<file path="src/rtl/fetch_if.sv">
// fetch_if: pipelined instruction-memory request/response bus between fetch and imem
interface fetch_if #(parameter int WORD = 32) ();
    logic            imemReq;
    logic [WORD-1:0] imemAddr;
    logic            imemRvalid;
    logic [WORD-1:0] imemRdata;
    modport master (output imemReq, imemAddr, input imemRvalid, imemRdata);
    modport slave  (input imemReq, imemAddr, output imemRvalid, imemRdata);
endinterface

</file>
<file path="src/rtl/fetch.sv">
// fetch: in-order imem fetch with prefetch queue and IF/ID register; FETCH_PERF_CNT_EN adds fetchCnt/bubbleCnt
module fetch #(
    parameter int              WORD     = 32,
    parameter int              DEPTH    = 2,
    parameter logic [WORD-1:0] RESET_PC = '0
) (
    input  logic            clk,
    input  logic            reset,
    input  logic            en,
    input  logic            redirectE,
    input  logic [WORD-1:0] pcTargetE,
    fetch_if.master         imem,
    output logic [WORD-1:0] pcD,
    output logic [WORD-1:0] instrD,
    output logic            validD
`ifdef FETCH_PERF_CNT_EN
    ,
    output logic [WORD-1:0] fetchCnt,
    output logic [WORD-1:0] bubbleCnt
`endif
);
    localparam int PW = $clog2(DEPTH);
    localparam int CW = PW + 1;
    localparam int DW = 8;

    logic [WORD-1:0]  fetch_pc;
    logic [WORD-1:0]  q_pc   [DEPTH];
    logic [WORD-1:0]  q_data [DEPTH];
    logic [DEPTH-1:0] q_full, set_m, clr_m;
    logic [PW-1:0]    head, tail, fptr;
    logic [CW-1:0]    count, pending;
    logic [DW-1:0]    discard, discard_n;
    logic             drop, fill, head_ok, issue, pop;
    logic [WORD-1:0]  head_data;
    logic             unused;

    assign unused    = ^pcTargetE[1:0];
    assign drop      = imem.imemRvalid && discard != '0;
    assign fill      = imem.imemRvalid && discard == '0;
    // a response landing on the empty head is forwarded straight into IF/ID
    assign head_ok   = count != '0 && (q_full[head] || (fill && fptr == head));
    assign head_data = q_full[head] ? q_data[head] : imem.imemRdata;
    assign issue     = count < CW'(DEPTH) && !redirectE;
    assign pop       = en && head_ok && !redirectE;
    assign set_m     = fill ? DEPTH'(1) << fptr : '0;
    assign clr_m     = pop ? DEPTH'(1) << head : '0;
    // on redirect every unreturned request becomes stale and must be swallowed
    assign discard_n = discard - DW'(drop) + (redirectE ? DW'(pending) - DW'(fill) : DW'(0));

    assign imem.imemReq  = issue;
    assign imem.imemAddr = fetch_pc;

    always_ff @(posedge clk) begin
        if (reset) begin
            fetch_pc <= RESET_PC;
            head     <= '0;
            tail     <= '0;
            fptr     <= '0;
            count    <= '0;
            pending  <= '0;
            discard  <= '0;
            q_full   <= '0;
            validD   <= 1'b0;
            pcD      <= '0;
            instrD   <= WORD'(32'h0000_0013);
        end else begin
            discard <= discard_n;
            if (redirectE) begin
                fetch_pc <= {pcTargetE[WORD-1:2], 2'b00};
                head     <= '0;
                tail     <= '0;
                fptr     <= '0;
                count    <= '0;
                pending  <= '0;
                q_full   <= '0;
                validD   <= 1'b0;
            end else begin
                if (issue) begin
                    fetch_pc <= fetch_pc + WORD'(4);
                    tail     <= tail + PW'(1);
                end
                if (fill) fptr <= fptr + PW'(1);
                if (pop) head <= head + PW'(1);
                q_full  <= (q_full | set_m) & ~clr_m;
                count   <= count + CW'(issue) - CW'(pop);
                pending <= pending + CW'(issue) - CW'(fill);
                if (en) begin
                    validD <= head_ok;
                    if (head_ok) begin
                        pcD    <= q_pc[head];
                        instrD <= head_data;
                    end
                end
            end
        end
    end

    always_ff @(posedge clk) begin
        if (issue) q_pc[tail] <= fetch_pc;
        if (fill) q_data[fptr] <= imem.imemRdata;
    end

    always_ff @(posedge clk) begin
        if (!reset && imem.imemRvalid) assert (pending != '0 || discard != '0);
    end

`ifdef FETCH_PERF_CNT_EN
    always_ff @(posedge clk) begin
        if (reset) begin
            fetchCnt  <= '0;
            bubbleCnt <= '0;
        end else begin
            if (pop && fetchCnt != '1) fetchCnt <= fetchCnt + WORD'(1);
            if (en && !redirectE && !head_ok && bubbleCnt != '1) bubbleCnt <= bubbleCnt + WORD'(1);
        end
    end
`endif
endmodule

</file>
<file path="src/flat_wrapper.sv">
// flat-port wrapper written by rule: the top's interface ports become plain ports
module fetch_flat 
#(
    parameter int              WORD     = 32,
    parameter int              DEPTH    = 2,
    parameter logic [WORD-1:0] RESET_PC = '0
)
  (clk, reset, en, redirectE, pcTargetE, pcD, instrD, validD, imem_imemReq, imem_imemAddr, imem_imemRvalid, imem_imemRdata);
  fetch_if #(.WORD(WORD)) imem_i ();
  input  logic clk;
  input  logic reset;
  input  logic en;
  input  logic redirectE;
  input  logic [WORD-1:0] pcTargetE;
  output logic [WORD-1:0] pcD;
  output logic [WORD-1:0] instrD;
  output logic validD;
  output wire logic [$bits(imem_i.imemReq)-1:0] imem_imemReq;
  output wire logic [$bits(imem_i.imemAddr)-1:0] imem_imemAddr;
  input wire logic [$bits(imem_i.imemRvalid)-1:0] imem_imemRvalid;
  input wire logic [$bits(imem_i.imemRdata)-1:0] imem_imemRdata;
  assign imem_imemReq = imem_i.imemReq;
  assign imem_imemAddr = imem_i.imemAddr;
  assign imem_i.imemRvalid = imem_imemRvalid;
  assign imem_i.imemRdata = imem_imemRdata;
  fetch #(.WORD(WORD), .DEPTH(DEPTH), .RESET_PC(RESET_PC)) u_core (.clk(clk), .reset(reset), .en(en), .redirectE(redirectE), .pcTargetE(pcTargetE), .imem(imem_i), .pcD(pcD), .instrD(instrD), .validD(validD));
endmodule
</file>
<file path="config.mk">
export PLATFORM = sky130hd
export DESIGN_NAME = fetch_flat
export DESIGN_NICKNAME = d
export VERILOG_FILES = /design/src/rtl/fetch_if.sv /design/src/rtl/fetch.sv /design/src/flat_wrapper.sv
export SDC_FILE = /design/constraint.sdc
export NUM_CORES = 1
export LEC_CHECK = 0
export CAP_MARGIN = 20
export CORE_ASPECT_RATIO = 0.8
export CORE_UTILIZATION = 25
export DETAILED_ROUTE_END_ITERATION = 10
export HOLD_SLACK_MARGIN = 0.06
export PLACE_DENSITY_LB_ADDON = 0.2
export SYNTH_ARGS = -nofsm -noshare
export SYNTH_HDL_FRONTEND = slang
export SYNTH_SLANG_ARGS = --single-unit
</file>
<file path="constraint.sdc">
create_clock -name clk -period 4.4 [get_ports clk]
set_clock_uncertainty 0.05 [all_clocks]
set_input_delay 0.88 -clock clk [delete_from_list [all_inputs] [get_ports clk]]
set_output_delay 0.88 -clock clk [all_outputs]
set_load 0.01 [all_outputs]
</file>
=== Word-level counts from Yosys, hierarchy flattened ===
Memory sizes are Yosys's and may differ from the RTL's. A register that Yosys moved wholly into a read port is not among the register bits.
Index checks and enable logic that the tools add are counted.

* Shift-type cells: 2
* Muxes and demuxes: 14
* Bitwise gates (word level): 4
* Eq/ne operators: 1
* Reductions and logical operators: 15
* $lt $le $gt $ge: 2
* Add/subtract/negate cells: 11

{| class="wikitable"
|+ Operators with widths
! cell !! number
|-
| $mux 32 || 3
|-
| $add 32x3->32 const B || 1
|-
| $add 8x8->8 || 1
|-
| $logic_not 8->1 || 1
|-
| $mux 1 || 8
|-
| $mux 8 || 1
|-
| $reduce_bool 8->1 || 1
|-
| $sub 8x1->8 || 1
|-
| $logic_and 1x1->1 || 7
|-
| $add 2x1->2 || 2
|-
| $mux 2 || 2
|-
| $reduce_bool 2->1 || 2
|-
| $shl 1x1->2 const A || 2
|-
| $sub 2x1->2 || 2
|-
| $add 1x1->1 const B || 3
|-
| $reduce_and 3->1 || 1
|-
| $sub 2x1->3 || 1
|-
| $and 2x2->2 || 1
|-
| $lt 1x2->1 const B || 1
|-
| $lt 2x2->1 const B || 1
|-
| $not 2->2 || 1
|-
| $or 2x2->2 || 1
|-
| $reduce_or 2->1 || 1
|-
| $eq 1x1->1 || 1
|-
| 3 further kinds || 3
|}

* Memories: 2
* Output and inout bits: 98
* Input bits: 69
* Word-level logic and storage cells: 62
* Bits in writable memories: 128
* Register bits after elaboration: 82

{| class="wikitable"
|+ Memory list
! name !! depth !! bits a word !! read ports !! clocked after Yosys merged registers in !! wr ports !! RTL line !! source
|-
| u_core.q_data || 2 || 32 || 1 || 1 || 1 || fetch.sv:28 || <nowiki>logic [WORD-1:0] q_data [DEPTH];</nowiki>
|-
| u_core.q_pc || 2 || 32 || 1 || 1 || 1 || fetch.sv:27 || <nowiki>logic [WORD-1:0] q_pc [DEPTH];</nowiki>
|}

=== Depth between registers and ports, before layout ===
* Depth in word-level cells: 10
* Depth in mapped cells: 13

=== Worst setup path after synthesis ===
OpenSTA, ideal clock, no wires.

* Kind: input -> register
* Start: input port redirectE
* End: memory u_core.q_pc[0][10] (enable)
* Data required time: 3.933 ns
* Setup time: 0.417 ns
* Data arrival time: 2.869 ns
* Path slack: 1.064 ns
* Cell stages on the path: 4
* Cells stage by stage: clkbuf_1 clkbuf_1 or2_2 nor2_1

* Cells in the longest elaborated chain, start to end: 4

{| class="wikitable"
|+ Ends and longest elaborated chain
! what !! RTL line !! source
|-
| start, declared || flat_wrapper.sv:13 || <nowiki>input logic redirectE;</nowiki>
|-
| $logic_not 1->1 || fetch.sv:43 || <nowiki>assign issue = count < CW'(DEPTH) && !redirectE;</nowiki>
|-
| $logic_and 1x1->1 || fetch.sv:43 ||
|-
| $mux 1 || fetch.sv:99 || <nowiki>if (issue) q_pc[tail] <= fetch_pc;</nowiki>
|-
| $mux 1 (implied by the code) || fetch.sv:99 ||
|-
| end, declared || fetch.sv:27 ||
|}

No other way between the ends.

=== Worst setup path in the final report ===
* Start: register u_core.discard[1]
* End: register u_core.discard[7]

* Cells in the longest elaborated chain, start to end: 5
* Elaborated cells between the ends (all ways): 8

{| class="wikitable"
|+ Ends and longest elaborated chain
! what !! RTL line !! source
|-
| start, declared || fetch.sv:32 || <nowiki>logic [DW-1:0] discard, discard_n;</nowiki>
|-
| start signal, assigned || fetch.sv:67 || <nowiki>discard <= discard_n;</nowiki>
|-
| parallel branches: the longest is 4 deep, another holds $sub 8x1->8 || - ||
|-
| $add 8x8->8 (*) || fetch.sv:48 || <nowiki>assign discard_n = discard - DW'(drop) + (redirectE ? DW'(pending) - DW'(fill) : DW'(0));</nowiki>
|}

Mark *: on every way between the ends.
A chain may end at the register's enable or synchronous reset.

==> impl_metrics.json <==
{
  "hold_ws_ns": 0.416,
  "grt-ovfl-total": 0,
  "clockBufferDepth": 3,
  "cts_setup_buffers": 0,
  "seq_area_mm2": 0.00595,
  "maxSlewHeadroom_pct": 37.6,
  "synth-edff-count": 124,
  "crit_fanout": 6,
  "drive_above_1_share_pct": 9.27,
  "cts_tree": "done",
  "cp.arrival_ns": 3.86,
  "worst_slew_pin_slew_ns": 0.937,
  "hp-class": "reg -> reg",
  "clk_pin_slew_ns": 0.06,
  "fin_setup_tns_ns": 0,
  "drcViolationCount": 0,
  "nets": 1117,
  "leakagePower_nw": 4.64,
  "die_y_um": 185,
  "finalPower_mw": 5.89,
  "start_util_pct": 25.6,
  "clk_latency_ns": 0.55,
  "ant_nets": 0,
  "clock_sinks": 235,
  "grt_pass1_vias": 7138,
  "ys_types": 64,
  "setup_ws_ns": 0.923,
  "powerDensity_mw_per_mm2": 435,
  "wl_per_cell_um": 18.3,
  "chipWidth_um": 231,
  "grt_pass1_wl_mm": 44.4,
  "numCtsBuffers": 28,
  "clock.fmax_ghz": 0.288,
  "area.growth.synth_to_final_pct": 29.5,
  "n_antenna_cell": 0,
  "status": "finished clean",
  "synth_top_area_share_pct": 35.6,
  "hold_start": "u_core.instrD[4]",
  "rows": 66,
  "cts-resized-gates": 0,
  "setup_viol": 0,
  "wl_met2_mm": 12.7,
  "crit_type": "reg -> reg",
  "end_kind": "flip-flop",
  "globalRouteTotalUtil_pct": 13.5,
  "netlist_area_mm2": 0.0105,
  "maxCapViolations": 0,
  "die-area_mm2": 0.0427,
  "highest_layer": "met5",
  "period_minus_slack_ns": 3.48,
  "drt-met1-wl_mm": 14.7,
  "yosys_register_bits": 235,
  "core_mm2": 0.0410,
  "multi_input_area_mm2": 0.00411,
  "synthFlopType": "edfxtp_1",
  "pre_cts_slack_ns": 0.459,
  "vias": 7340,
  "fin_crit_sh_pct": 79.0,
  "worstPathRequired_ns": 4.78,
  "peakVddDrop_v": 0.000261,
  "avgSynthCellArea_um2": 11.8,
  "yosysTopAreaCell": "edfxtp_1",
  "dpl_cell_area_mm2": 0.0126,
  "viasPerCell": 4.62,
  "r2r_slack_ns": 0.92,
  "design_area_mm2": 0.0136,
  "dr.first_iter.drc_count": 406,
  "timing.rr.start": "u_core.discard[1]",
  "grt_max_degree": 87,
  "finalWirelength_mm": 29.1,
  "hpwl_mm": 18.1,
  "cts-root-buf": "clkbuf_16",
  "async_flop_share_pct": 0,
  "holdBufCountCts": 0,
  "ys_warn_count": 0,
  "ios": 167,
  "cp-start-kind": "flip-flop",
  "routabilityCongestion": 0.728,
  "synth_area_leaders": "edfxtp_1 36%, dfxtp_1 21%, mux2i_1 8.8%, ha_1 2.7%, a211o_1 2.7%",
  "antenna_found_initial": 2,
  "hold_violations": 0,
  "dr_wl_met3_mm": 1.16,
  "htree_num_levels": 1,
  "postSynthCellCount": 884,
  "n_fill_cell": 4140,
  "drt_first_pass_iters": 5,
  "portBuffers": 160,
  "ys_seq_area_share_pct": 56.8,
  "worstSetupStartpoint": "u_core.discard[1]",
  "rsz0062_at_grt": "false",
  "slew_viol_final": 0
}
## report_power, final
group / switching, mW / internal [mW] / leakage [nW]
clock: 0.966 / 1.40 / 0.457
combinational: 0.534 / 0.442 / 2.13
sequential: 0.0886 / 2.46 / 2.06
total: 1.59 / 4.30 / 4.64
## layout by cell type (no fill, tap or decap), drive strengths merged, types with 10 or more instances in the layout
| cell type | synthesis | routed |
|---|---|---|
| nor4 | 10 | 10 |
| a211oi | 40 | 40 |
| a311oi | 10 | 10 |
| a31oi | 35 | 35 |
| mux2i | 92 | 92 |
| buf | 27 | 16 |
| inv | 32 | 34 |
| clkbuf | 41 | 38 |
| nor2 | 73 | 73 |
| a211o | 32 | 32 |
| nand3 | 11 | 11 |
| nand2 | 28 | 28 |
| clkdlybuf4s50 | 0 | 159 |
| nand2b | 33 | 33 |
| ha | 23 | 23 |
| dfxtp | 111 | 111 |
| edfxtp | 124 | 124 |
| xnor2 | 15 | 15 |
| a21oi | 14 | 14 |
| nand4 | 15 | 15 |
## kinds of logic (layout without fill, tap and decap cells)
logic type	after synthesis	count (layout)	synth area share, %
other	1	4	0.0358
buffers and inverters	100	259	4.17
and+or+nand+nor	239	239	12.6
AOI/OAI and AO/OA	166	166	12.2
muxes	97	97	9.37
DFF	235	235	56.8
adders and majority gates	24	24	2.94
xor gates and xnor gates	22	22	1.84
## state kept, by name (all words and copies together) (netlist names), named ones only
name and cells:
u_core.imem.imemAddr 30, u_core.q_pc 60, u_core.fptr 1, u_core.head 1, u_core.q_data 64, u_core.validD 1
u_core.tail 1, u_core.q_full 2, u_core.instrD 32, u_core.pcD 30, u_core.count 2, u_core.discard 8
u_core.pending 2
## final timing paths
path	endpoint	cells past startpoint
max	u_core.discard[7]	11
min	u_core.instrD[4]	1
max reg2reg	u_core.discard[7]	11
min reg2reg	u_core.instrD[4]	1
## stage by stage
step | instances | utilization (%)
2_1_floorplan | 887 | -
3_3_place_gp | 1538 | 30.8
3_5_place_dp | 1538 | 30.8
4_1_cts | 1590 | 33.1
5_1_grt | 1590 | 33.1
6_report | 1590 | 33.1
## worst max-delay path, stage by stage, from the launching register on
cell	delay [ns]
dfxtp_1	0.31
nor4_1	0.56
and3_1	0.27
ha_1	0.15
ha_1	0.13
nand2_1	0.18
ha_1	0.35
inv_1	0.04
ha_1	0.24
or4_1	0.54
o22ai_1	0.19
mux2_2	0.36
## cell usage after synthesis, types with 3 or more instances
| master | count |
|---|---|
| nor3_1 | 8 |
| and2_1 | 9 |
| nand2b_1 | 33 |
| a21oi_1 | 14 |
| nor4_1 | 9 |
| xor2_1 | 7 |
| a211o_1 | 32 |
| and3_1 | 3 |
| nand2_1 | 28 |
| nand3b_1 | 7 |
| xnor2_1 | 15 |
| dfxtp_1 | 111 |
| buf_4 | 9 |
| clkbuf_1 | 41 |
| inv_1 | 30 |
| o31ai_1 | 5 |
| nand4_1 | 14 |
| buf_1 | 6 |
| a211oi_2 | 13 |
| nand3_1 | 9 |
| buf_2 | 10 |
| or2_2 | 3 |
| a211oi_1 | 27 |
| or3_1 | 7 |
| and4_1 | 7 |
| edfxtp_1 | 124 |
| nand4b_1 | 3 |
| o211ai_1 | 5 |
| nor2_1 | 73 |
| a311oi_1 | 10 |
| a31oi_1 | 35 |
| o21ai_0 | 8 |
| ha_1 | 23 |
| o21a_1 | 3 |
| or4_1 | 6 |
| mux2i_1 | 92 |
| mux2_2 | 4 |
| nor2b_1 | 7 |
## final cells by class
| class | instances | share of cell area, % |
|---|---|---|
| flip-flops and latches | 235 | 43.9 |
| multi-input cells | 552 | 30.3 |
| repair buffers | 175 | 12.9 |
| clock buffers | 38 | 5.91 |
| well taps | 544 | 5.02 |
| clock inverters | 14 | 1.05 |
| inverters | 32 | 0.886 |
## layer usage
metal | global-route usage [%] | up-vias
li1 | - | 3585
met1 | 19.8 | 3584
met2 | 20.4 | 131
met3 | 2.57 | 36
met4 | 2.97 | 4
met5 | 0 | -
(Power assumes the default switching activity.)
